==> config.mk <==
export PLATFORM = sky130hd
export DESIGN_NAME = ex_muldiv_unit_flat
export DESIGN_NICKNAME = d
export VERILOG_FILES = /design/src/rtl/muldiv_pkg.sv /design/src/rtl/ex_muldiv_unit_if.sv /design/src/rtl/muldiv_datapath.sv /design/src/rtl/ex_muldiv_unit.sv /design/src/flat_wrapper.sv
export SDC_FILE = /design/constraint.sdc
export NUM_CORES = 1
export LEC_CHECK = 0
export ABC_AREA = 1
export CAP_MARGIN = 20
export CELL_PAD_IN_SITES_DETAIL_PLACEMENT = 2
export CELL_PAD_IN_SITES_GLOBAL_PLACEMENT = 2
export CORE_MARGIN = 1
export CORE_UTILIZATION = 39
export CTS_BUF_LIST = sky130_fd_sc_hd__clkbuf_4 sky130_fd_sc_hd__clkbuf_8
export CTS_CLUSTER_SIZE = 14
export DETAILED_ROUTE_END_ITERATION = 10
export DONT_BUFFER_PORTS = 1
export PLACE_DENSITY = 0.95
export SYNTH_ARGS = -nofsm -noshare
export SYNTH_HDL_FRONTEND = slang
export SYNTH_SLANG_ARGS = --single-unit
==> constraint.sdc <==
create_clock -name clk -period 10.1 [get_ports clk]
set_input_delay 2.525 -clock clk [delete_from_list [all_inputs] [get_ports clk]]
set_output_delay 2.525 -clock clk [all_outputs]
set_load 0.01 [all_outputs]
==> src/rtl/muldiv_pkg.sv <==
// Shared types, constants and sign helper for the iterative RV32M multiply/divide unit.
package muldiv_pkg;

    typedef enum logic [2:0] {
        OP_MUL    = 3'b000,
        OP_MULH   = 3'b001,
        OP_MULHSU = 3'b010,
        OP_MULHU  = 3'b011,
        OP_DIV    = 3'b100,
        OP_DIVU   = 3'b101,
        OP_REM    = 3'b110,
        OP_REMU   = 3'b111
    } muldiv_op_t;

    typedef enum logic [1:0] {
        IDLE = 2'd0,
        CALC = 2'd1,
        DONE = 2'd2
    } muldiv_state_t;

    localparam logic [31:0] DIV_BY_ZERO_Q = 32'hFFFF_FFFF;
    localparam logic [31:0] INT_MIN       = 32'h8000_0000;

    function automatic logic [31:0] neg_if(input logic [31:0] value, input logic cond);
        if (cond) begin
            return ~value + 32'd1;
        end else begin
            return value;
        end
    endfunction

endpackage

==> src/rtl/ex_muldiv_unit_if.sv <==
// ID/EX request and EX/MEM result bundle of the multiply/divide unit.
interface ex_muldiv_unit_if;
    logic        start_e;
    logic [2:0]  op_e;
    logic [31:0] rs1_val_e;
    logic [31:0] rs2_val_e;
    logic [4:0]  rd_e;
    logic        stall_req;
    logic        done;
    logic [31:0] result;
    logic [4:0]  rd_out;

    modport master (
        output start_e, op_e, rs1_val_e, rs2_val_e, rd_e,
        input  stall_req, done, result, rd_out
    );

    modport slave (
        input  start_e, op_e, rs1_val_e, rs2_val_e, rd_e,
        output stall_req, done, result, rd_out
    );
endinterface

==> src/rtl/muldiv_datapath.sv <==
// Radix-2 shift-add multiply / restoring divide registers around one shared 33-bit adder.
// hi holds the partial product high word or the partial remainder; lo holds multiplier/quotient bits.
module muldiv_datapath (
    input  logic        clk,
    input  logic        rst_n,
    input  logic        clear,
    input  logic        load,
    input  logic        step,
    input  logic        is_div,
    input  logic [31:0] load_hi,
    input  logic [31:0] load_lo,
    input  logic [31:0] load_b,
    output logic [31:0] hi,
    output logic [31:0] lo
);
    logic [31:0] hi_q, hi_d, lo_q, lo_d, b_q, b_d;
    logic [32:0] add_a_s, add_b_s, sum_s;
    logic        add_cin_s;

    // Shared adder: multiply accumulates, divide performs the trial subtract via ~b + 1.
    always_comb begin
        if (is_div) begin
            add_a_s   = {hi_q, lo_q[31]};
            add_b_s   = ~{1'b0, b_q};
            add_cin_s = 1'b1;
        end else begin
            add_a_s   = {1'b0, hi_q};
            add_b_s   = {1'b0, b_q};
            add_cin_s = 1'b0;
        end
        sum_s = add_a_s + add_b_s + {32'd0, add_cin_s};
    end

    // Next-state of the iteration registers.
    always_comb begin
        hi_d = hi_q;
        lo_d = lo_q;
        b_d  = b_q;
        if (clear) begin
            hi_d = 32'd0;
            lo_d = 32'd0;
            b_d  = 32'd0;
        end else if (load) begin
            hi_d = load_hi;
            lo_d = load_lo;
            b_d  = load_b;
        end else if (step) begin
            if (is_div) begin
                // A clear sign bit means the trial subtract did not underflow.
                lo_d = {lo_q[30:0], ~sum_s[32]};
                if (sum_s[32]) begin
                    hi_d = add_a_s[31:0];
                end else begin
                    hi_d = sum_s[31:0];
                end
            end else if (lo_q[0]) begin
                hi_d = sum_s[32:1];
                lo_d = {sum_s[0], lo_q[31:1]};
            end else begin
                hi_d = {1'b0, hi_q[31:1]};
                lo_d = {hi_q[0], lo_q[31:1]};
            end
        end else begin
            hi_d = hi_q;
        end
    end

    // Iteration register bank.
    always_ff @(posedge clk or negedge rst_n) begin
        if (!rst_n) begin
            hi_q <= 32'd0;
            lo_q <= 32'd0;
            b_q  <= 32'd0;
        end else begin
            hi_q <= hi_d;
            lo_q <= lo_d;
            b_q  <= b_d;
        end
    end

    assign hi = hi_q;
    assign lo = lo_q;
endmodule

==> src/rtl/ex_muldiv_unit.sv <==
// Execute-stage RV32M unit: issue/iterate/done FSM, pipeline stall, operand and result sign handling.
module ex_muldiv_unit
    import muldiv_pkg::*;
#(
    parameter int XLEN = 32
) (
    input  logic             clk,
    input  logic             rst_n,
    input  logic             flush,
    ex_muldiv_unit_if.slave  bus
);
    localparam logic [1:0] ST_IDLE = IDLE;
    localparam logic [1:0] ST_CALC = CALC;
    localparam logic [1:0] ST_DONE = DONE;

    logic [1:0]      state_q, state_d;
    logic [4:0]      count_q, count_d, rd_q, rd_d;
    logic [2:0]      op_q, op_d;
    logic            neg_q, neg_d, sign_a_q, sign_a_d, special_q, special_d;
    logic            a_signed_s, b_signed_s, sign_a_s, sign_b_s, div_zero_s, ovf_s;
    logic            load_s, step_s;
    logic [XLEN-1:0] a_mag_s, b_mag_s, load_hi_s, load_lo_s, hi_s, lo_s;
    logic [XLEN-1:0] prod_hi_s, prod_lo_s, quo_s, rem_s, sel_s, result_s;

    // Operand signedness, magnitudes and fast-path detection for the presented instruction.
    always_comb begin
        a_signed_s = (bus.op_e == OP_MUL) || (bus.op_e == OP_MULH) || (bus.op_e == OP_MULHSU)
                  || (bus.op_e == OP_DIV) || (bus.op_e == OP_REM);
        b_signed_s = (bus.op_e == OP_MUL) || (bus.op_e == OP_MULH)
                  || (bus.op_e == OP_DIV) || (bus.op_e == OP_REM);
        sign_a_s   = a_signed_s & bus.rs1_val_e[31];
        sign_b_s   = b_signed_s & bus.rs2_val_e[31];
        a_mag_s    = neg_if(bus.rs1_val_e, sign_a_s);
        b_mag_s    = neg_if(bus.rs2_val_e, sign_b_s);
        div_zero_s = bus.op_e[2] & (bus.rs2_val_e == 32'd0);
        ovf_s      = bus.op_e[2] & ~bus.op_e[0] & (bus.rs1_val_e == INT_MIN)
                   & (bus.rs2_val_e == 32'hFFFF_FFFF);
    end

    // Control FSM; flush aborts from any state and outranks a new request.
    always_comb begin
        state_d   = state_q;
        count_d   = count_q;
        op_d      = op_q;
        rd_d      = rd_q;
        neg_d     = neg_q;
        sign_a_d  = sign_a_q;
        special_d = special_q;
        load_s    = 1'b0;
        step_s    = 1'b0;
        load_hi_s = 32'd0;
        load_lo_s = a_mag_s;
        if (flush) begin
            state_d = ST_IDLE;
            count_d = 5'd0;
        end else begin
            case (state_q)
                ST_IDLE: begin
                    if (bus.start_e) begin
                        load_s    = 1'b1;
                        op_d      = bus.op_e;
                        rd_d      = bus.rd_e;
                        neg_d     = sign_a_s ^ sign_b_s;
                        sign_a_d  = sign_a_s;
                        count_d   = 5'd0;
                        special_d = div_zero_s | ovf_s;
                        if (div_zero_s) begin
                            load_hi_s = bus.rs1_val_e;
                            load_lo_s = DIV_BY_ZERO_Q;
                            state_d   = ST_DONE;
                        end else if (ovf_s) begin
                            load_hi_s = 32'd0;
                            load_lo_s = INT_MIN;
                            state_d   = ST_DONE;
                        end else begin
                            state_d   = ST_CALC;
                        end
                    end else begin
                        state_d = ST_IDLE;
                    end
                end
                ST_CALC: begin
                    step_s = 1'b1;
                    if (count_q == 5'd31) begin
                        state_d = ST_DONE;
                        count_d = 5'd0;
                    end else begin
                        count_d = count_q + 5'd1;
                    end
                end
                ST_DONE: state_d = ST_IDLE;
                default: state_d = ST_IDLE;
            endcase
        end
    end

    // FSM and captured-instruction registers.
    always_ff @(posedge clk or negedge rst_n) begin
        if (!rst_n) begin
            state_q   <= ST_IDLE;
            count_q   <= 5'd0;
            op_q      <= 3'd0;
            rd_q      <= 5'd0;
            neg_q     <= 1'b0;
            sign_a_q  <= 1'b0;
            special_q <= 1'b0;
        end else begin
            state_q   <= state_d;
            count_q   <= count_d;
            op_q      <= op_d;
            rd_q      <= rd_d;
            neg_q     <= neg_d;
            sign_a_q  <= sign_a_d;
            special_q <= special_d;
        end
    end

    muldiv_datapath u_datapath (
        .clk     (clk),
        .rst_n   (rst_n),
        .clear   (flush),
        .load    (load_s),
        .step    (step_s),
        .is_div  (op_q[2]),
        .load_hi (load_hi_s),
        .load_lo (load_lo_s),
        .load_b  (b_mag_s),
        .hi      (hi_s),
        .lo      (lo_s)
    );

    // Sign correction and result select; fast-path results are already final.
    always_comb begin
        prod_lo_s = neg_if(lo_s, neg_q);
        // The high word only takes the +1 of the 64-bit negate when the low word is zero.
        if (neg_q && (lo_s != 32'd0)) begin
            prod_hi_s = ~hi_s;
        end else begin
            prod_hi_s = neg_if(hi_s, neg_q);
        end
        quo_s = neg_if(lo_s, neg_q & ~special_q);
        rem_s = neg_if(hi_s, sign_a_q & ~special_q);
        case (op_q)
            OP_MUL:                       sel_s = prod_lo_s;
            OP_MULH, OP_MULHSU, OP_MULHU: sel_s = prod_hi_s;
            OP_DIV, OP_DIVU:              sel_s = quo_s;
            OP_REM, OP_REMU:              sel_s = rem_s;
            default:                      sel_s = 32'd0;
        endcase
        if (state_q == ST_DONE) begin
            result_s = sel_s;
        end else begin
            result_s = 32'd0;
        end
    end

    assign bus.stall_req = ((state_q == ST_IDLE) & bus.start_e & ~flush) | (state_q == ST_CALC);
    assign bus.done      = (state_q == ST_DONE);
    assign bus.result    = result_s;
    assign bus.rd_out    = (state_q == ST_DONE) ? rd_q : 5'd0;
endmodule

==> src/flat_wrapper.sv <==
// flat-port wrapper written by rule: the top's interface ports become plain ports
module ex_muldiv_unit_flat import muldiv_pkg::*;
#(
    parameter int XLEN = 32
)
  (clk, rst_n, flush, bus_start_e, bus_op_e, bus_rs1_val_e, bus_rs2_val_e, bus_rd_e, bus_stall_req, bus_done, bus_result, bus_rd_out);
  ex_muldiv_unit_if bus_i ();
  input  logic clk;
  input  logic rst_n;
  input  logic flush;
  input wire logic [$bits(bus_i.start_e)-1:0] bus_start_e;
  input wire logic [$bits(bus_i.op_e)-1:0] bus_op_e;
  input wire logic [$bits(bus_i.rs1_val_e)-1:0] bus_rs1_val_e;
  input wire logic [$bits(bus_i.rs2_val_e)-1:0] bus_rs2_val_e;
  input wire logic [$bits(bus_i.rd_e)-1:0] bus_rd_e;
  output wire logic [$bits(bus_i.stall_req)-1:0] bus_stall_req;
  output wire logic [$bits(bus_i.done)-1:0] bus_done;
  output wire logic [$bits(bus_i.result)-1:0] bus_result;
  output wire logic [$bits(bus_i.rd_out)-1:0] bus_rd_out;
  assign bus_i.start_e = bus_start_e;
  assign bus_i.op_e = bus_op_e;
  assign bus_i.rs1_val_e = bus_rs1_val_e;
  assign bus_i.rs2_val_e = bus_rs2_val_e;
  assign bus_i.rd_e = bus_rd_e;
  assign bus_stall_req = bus_i.stall_req;
  assign bus_done = bus_i.done;
  assign bus_result = bus_i.result;
  assign bus_rd_out = bus_i.rd_out;
  ex_muldiv_unit #(.XLEN(XLEN)) u_core (.clk(clk), .rst_n(rst_n), .flush(flush), .bus(bus_i));
endmodule
# == After elaboration in Yosys (flattened, before gate mapping) ==
# Cells that the tools add are included.
# totals
ff_bits,114
latch_bits,0
ram_bits,0
mem_bits_ro,0
word_cells,125
mem_count,0
# classes
add_sub_neg,7
mul,0
div_mod_pow,0
magnitude_cmp,0
n_eq_ne,18
shifts,0
n_mux,48
bitwise_logic,22
reduce_logical,20
# op_table
operator,count
32-bit two-way mux,28
"32-bit by 1-bit adder with 32-bit output, second input constant",4
32-bit NOT,4
32-bit case mux with 4 select lines,1
33-bit two-way mux,2
"32-bit == test, second input constant",2
33-bit by 1-bit adder with 33-bit output,1
33-bit adder,1
32-bit NOT with 33-bit output,1
32-bit logical NOT,1
32-bit nonzero test,1
5-bit two-way mux,4
"3-bit == test, second input constant",6
1-bit bitwise AND,10
2-bit two-way mux,5
5-bit case mux with 2 select lines,1
"3-bit by 2-bit == test with 1-bit output, second input constant",3
"3-bit by 1-bit == test with 1-bit output, second input constant",2
3-bit logical NOT,2
1-bit logical OR,6
1-bit two-way mux,6
3-bit nonzero test,2
"5-bit by 1-bit adder with 5-bit output, second input constant",1
"5-bit == test, second input constant",1
other kinds (15),20

# == Longest topological paths before layout ==
# Gate-level depths: netlist (run 1).
# logic_depth
ltp_word,13
mapped_depth,25
ltp_nobuf,21

# == By module ==
# From an unflattened synthesis (run 1), not the netlist that was laid out.
# hier_totals
cells_unflattened,2836
area_unflattened_um2,15803.9
# modules_own_cells
mod,instances,cells_each,area_per_inst_um2,seq_area_each_um2
muldiv_datapath,1,1375,8670.8,2402.3
ex_muldiv_unit,1,1461,7133.1,450.4

# == Least setup slack after synthesis (run 1) ==
# No wires, ideal clock.
# synth_timing
path_kind,input to output
start,input port bus_start_e
end,output port bus_stall_req
arrival_ns,3.584
slack_ns,3.991
stages,6
n_path_buf,2
cell_sequence,nand2_1 -> nor2_2 -> buf_2 -> clkinv_1 -> clkbuf_1 -> nand2_1
# synth_via
elab_chain_len,3
# synth_rtl
element,line_no,source
from (decl),flat_wrapper.sv:11,input wire logic [$bits(bus_i.start_e)-1:0] bus_start_e;
1-bit bitwise AND (2 in a row),ex_muldiv_unit.sv:157,assign bus.stall_req = ((state_q == ST_IDLE) & bus.start_e & ~flush) | (state_q == ST_CALC);
1-bit OR,ex_muldiv_unit.sv:157,
to (decl),flat_wrapper.sv:16,output wire logic [$bits(bus_i.stall_req)-1:0] bus_stall_req;
# Every way passes these cells.

# == Worst setup path in the final report (run 1) ==
# layout_timing
start,register u_core.u_datapath.lo_q[0] (netlist: u_core.u_datapath.lo[0])
end,output port bus_result[1]
# layout_via
elab_chain_len,5
word_cells_on_any_way,9
cone_classes,1 x add/sub; 5 x mux; 1 x bitwise; 2 x reduce/logical
# layout_rtl
element,line_no,source
from (decl),muldiv_datapath.sv:16,"logic [31:0] hi_q, hi_d, lo_q, lo_d, b_q, b_d;"
from (signal assigned),muldiv_datapath.sv:76,lo_q <= lo_d;
32-bit NOT or 32-bit nonzero test (tied branches),"muldiv_pkg.sv:26, ex_muldiv_unit.sv:136",
32-bit by 1-bit adder with 32-bit output or 1-bit logical AND (tied branches),"muldiv_pkg.sv:26, ex_muldiv_unit.sv:136",
"32-bit two-way mux, on equally long branches","muldiv_pkg.sv:25, ex_muldiv_unit.sv:136",
32-bit case mux with 4 select lines *,ex_muldiv_unit.sv:143,case (op_q)
32-bit two-way mux *,ex_muldiv_unit.sv:150,if (state_q == ST_DONE) begin
to (decl),flat_wrapper.sv:18,output wire logic [$bits(bus_i.result)-1:0] bus_result;
# Every way passes the cells marked *; elsewhere a longest branch is shown, timed or not.

==> results of run 1 <==
power by group:
part	internal (µW)	switching [µW]
registers	542	220
logic	787	2390
clock network	310	283
total	1640	2900
logic make-up after synthesis:
group                      share of synthesized area (%)
xor gates and xnor gates                            6.73
buffers and inverters                               10.2
AOI/OAI and AO/OA                                   25.2
adders and majority gates                           3.46
DFF                                                 19.9
and+or+nand+nor                                     34.5
cell usage after synthesis, types with 8 or more instances:
library cell	instances	area (µm²)
o211ai_1	34	255
a31oi_1	29	181
ha_1	38	475
nor3_1	28	140
o21ai_0	252	1260
o21bai_1	10	75.1
nand2_2	14	87.6
dfrtp_1	114	2850
nand3b_1	9	67.6
a21oi_1	211	1060
nor2_1	238	893
nand3_1	183	916
buf_6	13	146
o21ai_2	8	70.1
a221oi_1	31	272
nor2_4	8	90.1
inv_2	12	45.0
inv_1	217	815
buf_2	12	60.1
xnor2_1	8	70.1
nand4_1	18	113
clkbuf_1	83	312
xor2_1	102	893
nand3_2	8	80.1
nor2_2	9	56.3
buf_1	8	30.0
o21ai_1	30	150
nand2_1	596	2240
worst register-to-register path, stage by stage, from the launching register on:
cell and delay, ns:
dfrtp_4 0.87, buf_4 0.83, o21ai_0 0.62, ha_1 0.63, nand2_1 0.16, nor2_1 0.19, inv_1 0.10, a21oi_1 0.25
nor2_1 0.09, nand2_2 0.13, nand2_1 0.08, nand2_1 0.21, nand2_1 0.13, nand2_1 0.09, nand2_1 0.09, nand3_1 0.10
nand2_1 0.08, nand2_1 0.20, nand2_1 0.10, nand2_1 0.18, nand2_1 0.09
layer usage:
metal / up-vias / GRT usage [%]
met5: - / 0.766
met4: 8 / 34.8
met3: 590 / 16.1
met2: 1553 / 76.0
met1: 9816 / 56.4
li1: 7870 / -
registers in the layout, summed over array words and instances, names as in the netlist:
signal / flops
u_core.state_q: 2
u_core.u_datapath.b_q: 32
u_core.u_datapath.hi: 32
u_core.op_q: 3
u_core.neg_q: 1
u_core.count_q: 5
u_core.rd_q: 5
u_core.u_datapath.lo: 32
u_core.sign_a_q: 1
u_core.special_q: 1
final cells by class:
type                    instances  area (µm²)
diodes                          3        7.51
inverters                     237         891
well taps                     461         577
repair buffers                 19         163
multi-input cells            1929       10000
flip-flops and latches        114        2860
fillers                      4425       20800
clock inverters                10         181
clock buffers                  22         278
worst paths after layout:
check	start	endpoint	slack, ns	depth (start not counted)
max in group asynchronous	rst_n	u_core.u_datapath.lo[24]$_DFFE_PN0P_	8.09	0
hold / removal	u_core.u_datapath.b_q[5]$_DFFE_PN0P_	u_core.u_datapath.b_q[5]$_DFFE_PN0P_	0.58	2
setup reg to reg	u_core.op_q[2]$_DFFE_PN0P_	u_core.u_datapath.hi[30]$_DFFE_PN0P_	4.82	20
setup / recovery	u_core.u_datapath.lo[0]$_DFFE_PN0P_	bus_result[1]	2.93	13
hold reg to reg	u_core.u_datapath.b_q[5]$_DFFE_PN0P_	u_core.u_datapath.b_q[5]$_DFFE_PN0P_	0.58	2
min in group asynchronous	rst_n	u_core.u_datapath.b_q[9]$_DFFE_PN0P_	1.67	0
stage by stage:
stage,setup slack (ns),area [µm²],total power [µW],cells
global route,2.91,15000,4650,2792
floorplan,3.99,14300,2580,2399
finish,2.93,15000,4540,2795
global placement,3.30,14500,3230,2758
CTS,3.15,15000,4300,2790
detailed placement,3.20,14500,3530,2758
==> key figures, run 1 <==
Worst setup path
  • WP data required: 7.58 ns
  • Crit end category: output pin
  • Critical setup path kind: flip-flop to output pin
  • Startpoint Class: flip-flop
  • Worst Path Max Fanout: 45
  • CP max stage cell: clkinv_2
  • Worst Path Arrival: 4.64 ns
  • Crit path largest cell delay: 0.59 ns
  • Critical path cell sequence: buf_4 > clkinv_2 > ha_1 > nand3_1 > nor2_4 > nand2_4 > nor2_8 > nor2_4 > clkinv_1 > o21ai_0 > nand3_1 > o21ai_0 > a21oi_1
  • Cell family contributing the most delay on the critical path: buffers and inverters
  • CP Buf/Inv Count: 3

Die
  • Row cnt: 69
  • Die Width: 194 µm
  • I/O Pins: 115
  • Placeable Area: 35,800 µm²
  • Die Height: 194 µm
  • Die Area: 37,500 µm²
  • Initial Util: 40.0%

Drt
  • DR top layer: met5
  • Met2 wire length: 40.4 mm
  • Vias per cell: 7.10
  • WL/cell: 33.2 µm
  • Post-route ant nets: 0
  • Final WL: 92.9 mm
  • Vias after detailed routing: 19,800
  • Initial DRC Count: 2,299
  • Pre-antenna DRT Iters: 6
  • Met3 routed WL: 10.6 mm
  • DRC viols: 0
  • Met1 WL: 34.0 mm

Yosys
  • Cells after synthesis: 2,399
  • Netlist cell types: 53
  • Ys async rst share: 100%
  • Syn Area/Cell: 5.97 µm²
  • #FFs+latches synth: 114
  • Syn nets: 2,514
  • Seq/Total Area, Yosys: 19.9%
  • Syn. warnings: 0
  • Mapped Area: 14,300 µm²
  • Synth Flop Type: dfrtp_1
  • EDFF count, synth: 0

CTS
  • H-tree levels: 4
  • Clock transition at the registers of the reported paths: 0.09 ns
  • Maximum buffer depth of the clock tree: 2
  • Postcts setup bufs: 0
  • Hold bufs inserted after CTS: 0
  • CTS sink cnt: 114
  • CTS root buf: clkbuf_8
  • Post-CTS sizing: 0
  • CTS buffer count: 17
  • CTS tree: yes
  • Clock latency on the worst-skew pair: 0.56 ns

Global route
  • Pin count of the biggest net entering global routing: 115
  • Initial antenna violation count: 5
  • Total track usage: 48.8%
  • Number of global-route vias before repair: 21,200
  • Total gr overflow: 0
  • Global-route wire length before repair: 138 mm

STA
  • Max-slew headroom: 21.4%
  • Final Skew: 0.0313 ns
  • Slew Viols, Final: 0
  • Final min period: 7.17 ns
  • Actual slew at the worst max-slew pin: 1.17 ns
  • Total negative slack: 0 ns
  • Max Clk Rate: 0.140 GHz
  • Fin crit share: 71.0%
  • Setup-failing EPs final: 0
  • RSZ-0062 raised after global routing: false
  • Endpoints failing hold: 0
  • Min Hold Slack: 0.577 ns

Power
  • PD cells: 302 nW/µm²
  • Max rail drop VDD: 0.120 mV
  • Leak Pwr: 0.00669 µW

Final layout
  • Most frequent cells in the layout: nand2_1 (596), o21ai_0 (252), nor2_1 (232)
  • Most common cell after layout, fill and taps aside: nand2_1
  • Layout Area Growth over Synthesis: 4.71%
  • Share of layout cells above drive strength 1: 6.13%
  • Final core utilization: 41.9%
  • Fin nets: 2,433

Min path
  • Worst min-delay path class: flip-flop to flip-flop

Place
  • PortBufs: 0
  • RD Place Congestion: 0.994
  • HPWL after DPL: 61.9 mm

Outcome
  • Outcome: complete, no violations

Flow run
  • Max-cap violations: 0
No activity file was read; power rests on OpenSTA's default activity.
==> run 2: changes to the inputs <==
--- a/config.mk
+++ b/config.mk
@@ -10,12 +10,12 @@
 export CELL_PAD_IN_SITES_DETAIL_PLACEMENT = 2
 export CELL_PAD_IN_SITES_GLOBAL_PLACEMENT = 2
 export CORE_MARGIN = 1
-export CORE_UTILIZATION = 39
+export CORE_UTILIZATION = 32
 export CTS_BUF_LIST = sky130_fd_sc_hd__clkbuf_4 sky130_fd_sc_hd__clkbuf_8
 export CTS_CLUSTER_SIZE = 14
 export DETAILED_ROUTE_END_ITERATION = 10
 export DONT_BUFFER_PORTS = 1
-export PLACE_DENSITY = 0.95
+export PLACE_DENSITY = 0.84
 export SYNTH_ARGS = -nofsm -noshare
 export SYNTH_HDL_FRONTEND = slang
 export SYNTH_SLANG_ARGS = --single-unit
==> constraint.sdc (replaced) <==
create_clock -name clk -period 6 [get_ports clk]
set_input_delay 1.5 -clock clk [delete_from_list [all_inputs] [get_ports clk]]
set_output_delay 1.5 -clock clk [all_outputs]
set_load 0.01 [all_outputs]
==> key figures, run 2 (synthesis results as in run 1) <==
Outcome
  • Outcome: finished with violations
  • Failing checks: DRC

STA
  • Slew Viols, Final: 0 (unchanged)
  • Actual slew at the worst max-slew pin: 1.11 ns (-0.0619 ns)
  • Total negative slack: 0 ns (unchanged)
  • Worst setup margin: 1.06 ns (-1.87 ns)
  • Max Clk Rate: 0.202 GHz
  • Setup-failing EPs final: 0 (unchanged)
  • Endpoints failing hold: 0 (unchanged)
  • Fin crit share: 82.3%
  • Final min period: 4.94 ns
  • Final Skew: 0.0221 ns (-0.00918 ns)
  • RSZ-0062 raised after global routing: false
  • Max-slew headroom: 26.1% (+4.7 points)

Die
  • I/O Pins: 115 (unchanged)
  • Die Height: 214 µm (+10%)
  • Placeable Area: 44,200 µm² (+23%)
  • Row cnt: 77 (+12%)
  • Die Area: 45,600 µm² (+22%)
  • Die Width: 214 µm (+10%)
  • Initial Util: 32.4% (-7.6 points)

CTS
  • H-tree levels: 4 (unchanged)
  • Maximum buffer depth of the clock tree: 2 (unchanged)
  • Clock transition at the registers of the reported paths: 0.09 ns (about the same)
  • Hold bufs inserted after CTS: 0 (unchanged)
  • Clock latency on the worst-skew pair: 0.50 ns (-0.06 ns)
  • CTS root buf: clkbuf_8
  • CTS buffer count: 17 (unchanged)
  • Postcts setup bufs: 0 (unchanged)
  • CTS tree: yes
  • CTS sink cnt: 114 (unchanged)
  • Post-CTS sizing: 0 (unchanged)

Drt
  • Pre-antenna DRT Iters: 8 (+2)
  • Final WL: 72.6 mm (-22%)
  • Post-route ant nets: 0 (unchanged)
  • DRC viols: 4 (+4)
  • WL/cell: 24.8 µm (-25%)
  • Initial DRC Count: 1,294 (-44%)
  • Vias after detailed routing: 17,300 (-13%)
  • Vias per cell: 5.90 (-17%)

Worst setup path
  • Worst Reg-to-Reg Cells: 13 (-35%)
  • Startpoint Class: flip-flop
  • Crit end category: output pin
  • WP data required: 4.50 ns (-3.08 ns)
  • Worst Path Max Fanout: 75 (+67%)
  • Critical setup path kind: flip-flop to output pin
  • Worst Path Arrival: 3.44 ns (-1.20 ns)

Place
  • Pre-CTS WS: 1.63 ns (-1.57 ns)
  • PortBufs: 0 (unchanged)
  • RD Place Congestion: 0.968 (-2.7%)
  • DP Area: 14,700 µm² (+1.7%)
  • HPWL after DPL: 58.0 mm (-6.2%)

Global route
  • Initial antenna violation count: 0 (-5)
  • Pin count of the biggest net entering global routing: 115 (unchanged)
  • Total track usage: 31.6% (-17 points)
  • Global-route wire length before repair: 110 mm (-21%)
  • Total gr overflow: 0 (unchanged)
  • Number of global-route vias before repair: 18,100 (-15%)

Min path
  • Worst min-delay path class: flip-flop to flip-flop
  • WHS Path Cells: 2 (unchanged)

Final layout
  • Most common cell after layout, fill and taps aside: nand2_1
  • Fill cell count: 5,551 (+25%)
  • Post-route cell area: 15,100 µm² (+0.98%)
  • Layout Area Growth over Synthesis: 5.73%
  • Fin nets: 2,439 (+0.25%)
  • Most frequent cells in the layout: nand2_1 (596), o21ai_0 (252), nor2_1 (232)
  • Share of layout cells above drive strength 1: 6.38% (+0.24 points)

Power
  • PD cells: 447 nW/µm² (+48%)
  • Pint: 2650 µW (+62%)
  • Combinational Power Share: 70.0% (about the same)
  • Clock share of power: 11.8% (-1.3 points)
  • Switching share of power: 60.8% (-3.0 points)
  • Leak Pwr: 0.00670 µW (+0.20%)
  • Flop pwr share: 18.1% (+1.3 points)
  • Net Switching: 4120 µW (+42%)
  • Max rail drop VDD: 0.171 mV (+42%)

Flow run
  • Max-cap violations: 0 (unchanged)
==> run 2: area by class of cell <==
cell class	instances	area, µm²	area share (%)
multi-input cells	1929	10000	66.3
flip-flops and latches	114	2860	18.9
inverters	237	891	5.88
well taps	592	741	4.89
clock buffers	20	263	1.74
repair buffers	25	208	1.37
clock inverters	12	139	0.917
diodes	1	2.50	0.0165
==> run 2: worst paths after layout <==
path                                                       start                               endpoint  slack, ns
min                        u_core.u_datapath.b_q[24]$_DFFE_PN0P_  u_core.u_datapath.b_q[24]$_DFFE_PN0P_       0.50
min in group asynchronous                                  rst_n   u_core.u_datapath.lo[17]$_DFFE_PN0P_       0.69
max reg2reg                           u_core.op_q[2]$_DFFE_PN0P_   u_core.u_datapath.hi[18]$_DFFE_PN0P_       1.75
min reg2reg                u_core.u_datapath.b_q[24]$_DFFE_PN0P_  u_core.u_datapath.b_q[24]$_DFFE_PN0P_       0.50
max                                     u_core.neg_q$_DFFE_PN0P_                         bus_result[25]       1.06
max in group asynchronous                                  rst_n  u_core.u_datapath.b_q[27]$_DFFE_PN0P_       5.03
==> run 2: worst max-delay path, stage by stage, from the launching register on <==
cell	delay [ns]
dfrtp_1	1.05
inv_2	0.12
buf_4	0.40
nor2_4	0.26
clkinv_1	0.30
nand3_1	0.18
nand2_1	0.07
o22ai_1	0.25
nor2_1	0.08
nor2_1	0.21
==> run 2: routing by layer <==
layer | share of wire [%] | vias to the layer above | track usage [%]
met5 | 0 | - | 0
met4 | 3.9 | 0 | 12.6
met3 | 5.8 | 136 | 5.11
met2 | 47 | 545 | 52.8
met1 | 43 | 8718 | 40.6
li1 | - | 7897 | -
==> run 2: power by group through the flow <==
stage | logic, µW | registers [µW] | clock network [µW]
finish | 4740 | 1230 | 802
global route | 5160 | 1240 | 827
CTS | 4670 | 1210 | 808
detailed placement | 4610 | 1230 | 0
global placement | 4370 | 1210 | 0
floorplan | 3300 | 1050 | 0
==> run 2: stage by stage <==
stage / power, µW / hold WS [ns] / instances / utilization [%]
2_1_floorplan: 4350 / 0.454 / 2399 / -
3_3_place_gp: 5590 / 0.484 / 2896 / 33.3
3_5_place_dp: 5840 / 0.490 / 2897 / 33.3
4_1_cts: 6690 / 0.509 / 2929 / 34.2
5_1_grt: 7220 / 0.534 / 2929 / 34.2
6_report: 6770 / 0.505 / 2930 / 34.2
==> run 3: changes to the inputs <==
--- a/config.mk
+++ b/config.mk
@@ -10,12 +10,12 @@
 export CELL_PAD_IN_SITES_DETAIL_PLACEMENT = 2
 export CELL_PAD_IN_SITES_GLOBAL_PLACEMENT = 2
 export CORE_MARGIN = 1
-export CORE_UTILIZATION = 32
+export CORE_UTILIZATION = 36
 export CTS_BUF_LIST = sky130_fd_sc_hd__clkbuf_4 sky130_fd_sc_hd__clkbuf_8
 export CTS_CLUSTER_SIZE = 14
 export DETAILED_ROUTE_END_ITERATION = 10
 export DONT_BUFFER_PORTS = 1
-export PLACE_DENSITY = 0.84
+export PLACE_DENSITY = 0.89
 export SYNTH_ARGS = -nofsm -noshare
 export SYNTH_HDL_FRONTEND = slang
 export SYNTH_SLANG_ARGS = --single-unit
==> constraint.sdc (replaced) <==
create_clock -name clk -period 4.9 [get_ports clk]
set_input_delay 1.225 -clock clk [delete_from_list [all_inputs] [get_ports clk]]
set_output_delay 1.225 -clock clk [all_outputs]
set_load 0.01 [all_outputs]
==> key figures, run 3 (synthesis results as in run 1) <==
STA
  • Final min period: 4.90 ns
  • Setup-failing EPs final: 1 (+1)
  • Actual slew at the worst max-slew pin: 1.13 ns (+0.0268 ns)
  • Worst setup margin: -0.00334 ns (-1.06 ns)
  • Fin crit share: 100%
  • RSZ-0062 raised after global routing: false
  • Endpoints failing hold: 0 (unchanged)
  • Total negative slack: -0.00334 ns (-0.00334 ns)
  • Max Clk Rate: 0.204 GHz
  • Max-slew headroom: 24.4% (-1.7 points)
  • Final Skew: 0.0215 ns (-0.000581 ns)
  • Slew Viols, Final: 0 (unchanged)

Drt
  • Vias per cell: 6.60 (+12%)
  • Final WL: 85.3 mm (+17%)
  • Post-route ant nets: 0 (unchanged)
  • Pre-antenna DRT Iters: 6 (-2)
  • WL/cell: 29.6 µm (+20%)
  • DRC viols: 0 (-4)
  • Initial DRC Count: 1,979 (+53%)
  • Vias after detailed routing: 19,000 (+9.8%)

CTS
  • Clock latency on the worst-skew pair: 0.54 ns (+0.04 ns)
  • Post-CTS sizing: 0 (unchanged)
  • CTS root buf: clkbuf_8
  • Clock transition at the registers of the reported paths: 0.09 ns (about the same)
  • CTS buffer count: 17 (unchanged)
  • Hold bufs inserted after CTS: 0 (unchanged)
  • H-tree levels: 4 (unchanged)
  • CTS tree: yes
  • CTS sink cnt: 114 (unchanged)
  • Maximum buffer depth of the clock tree: 2 (unchanged)
  • Postcts setup bufs: 0 (unchanged)

Final layout
  • Fin nets: 2,464 (+1.0%)
  • Final core utilization: 39.1% (+4.9 points)
  • Layout Area Growth over Synthesis: 6.35%
  • Post-route cell area: 15,200 µm² (+0.59%)
  • Share of layout cells above drive strength 1: 7.42% (+1.0 points)
  • Most frequent cells in the layout: nand2_1 (596), o21ai_0 (252), nor2_1 (232)
  • Most common cell after layout, fill and taps aside: nand2_1

Worst setup path
  • Crit path largest cell delay: 0.42 ns (-0.63 ns)
  • Startpoint Class: flip-flop
  • Critical path cell sequence: inv_4 > nand3_2 > nor2_2 > nand3_1 > nor2_1 > nand2_1 > xor2_1 > nand2_1 > o211ai_1 > nand3_1 > nor2_1 > nor2_1 > buf_4
  • Crit path top cell by count: nor2_1
  • Crit end category: output pin
  • Worst Path Max Fanout: 26 (-65%)
  • Worst Path Arrival: 3.68 ns (+0.24 ns)
  • Critical setup path kind: flip-flop to output pin
  • Worst setup path startpoint: u_core.u_datapath.lo[0]$_DFFE_PN0P_
  • Reg2reg start: u_core.op_q[2]$_DFFE_PN0P_
  • CP max stage cell: dfrtp_1
  • WP data required: 3.67 ns (-0.83 ns)
  • Worst Reg-to-Reg Cells: 16 (+3)

Global route
  • Pin count of the biggest net entering global routing: 115 (unchanged)
  • Total gr overflow: 0 (unchanged)
  • Total track usage: 41.5% (+9.9 points)
  • Global-route wire length before repair: 129 mm (+17%)
  • Initial antenna violation count: 1 (+1)
  • Number of global-route vias before repair: 20,400 (+13%)

Outcome
  • Failing checks: setup timing
  • Outcome: finished with violations

Power
  • Leak Pwr: 0.00682 µW (+1.7%)
  • Max rail drop VDD: 0.209 mV (+22%)
  • PD cells: 571 nW/µm² (+28%)

Die
  • I/O Pins: 115 (unchanged)
  • Die Height: 201 µm (-5.7%)
  • Initial Util: 36.8% (+4.4 points)
  • Placeable Area: 38,900 µm² (-12%)
  • Row cnt: 72 (-6.5%)
  • Die Width: 201 µm (-5.7%)
  • Die Area: 40,600 µm² (-11%)

Place
  • HPWL after DPL: 59.9 mm (+3.3%)
  • DP Area: 14,800 µm² (+0.68%)
  • RD Place Congestion: 1.04 (+7.6%)
  • PortBufs: 0 (unchanged)
  • Pre-CTS WS: 0.728 ns (-0.899 ns)

Flow run
  • Max-cap violations: 0 (unchanged)

Min path
  • Worst min-delay path class: primary input to asynchronous set/reset pin
==> run 3: cell count changes in the layout (fill, tap and decap cells not counted), moves of 2 or more <==
cell / before / now
buf_12: 0 / 2
buf_4: 24 / 48
clkbuf_8: 18 / 22
clkinv_2: 9 / 3
bufinv_16: 3 / 1
==> run 3: through the flow <==
step,power [µW],hold slack [ns],cells
after floorplan,5320,0.454,2399
after global placement,6730,0.485,2847
after detailed placement,7200,0.492,2848
after CTS,8440,0.364,2878
after global routing,9080,0.392,2878
final,8700,0.404,2879
==> run 3: power breakdown <==
group | internal, µW | switching, µW
sequential | 1120 | 366
clock | 477 | 498
combinational | 1650 | 4590
total | 3250 | 5460
==> run 3: worst paths after layout <==
path                                                               to  slack (ns)
worst max register to register    u_core.u_datapath.hi[8]$_DFFE_PN0P_        0.51
min in group clk                u_core.u_datapath.b_q[19]$_DFFE_PN0P_        0.51
worst max-delay path                                   bus_result[13]      -0.003
worst min-delay path             u_core.u_datapath.hi[14]$_DFFE_PN0P_        0.40
max in group asynchronous                  u_core.op_q[2]$_DFFE_PN0P_        4.19
worst min register to register  u_core.u_datapath.b_q[19]$_DFFE_PN0P_        0.51
==> run 3: critical path, delay by kind of cell, from the launching register on <==
kind	cells	cell delay (ns)
flip-flops	1	0.42
AO/OA/AOI/OAI	1	0.26
buffers and inverters	2	0.44
XOR/XNOR	1	0.28
AND/OR/NAND/NOR	9	1.73
==> run 3: metal layers <==
layer	up-vias	share of wire [%]	GRT usage, %
met5	-	0	0
met4	0	6.4	25.3
met3	392	8.3	9.41
met2	1150	46	68.0
met1	9511	39	49.4
li1	7936	-	-
==> run 3: layout make-up <==
class | count | area, µm²
inverters | 237 | 892
multi-input cells | 1929 | 10100
fillers | 4865 | 23700
clock inverters | 5 | 52.6
repair buffers | 50 | 400
flip-flops and latches | 114 | 2860
well taps | 518 | 648
clock buffers | 25 | 325
diodes | 1 | 2.50
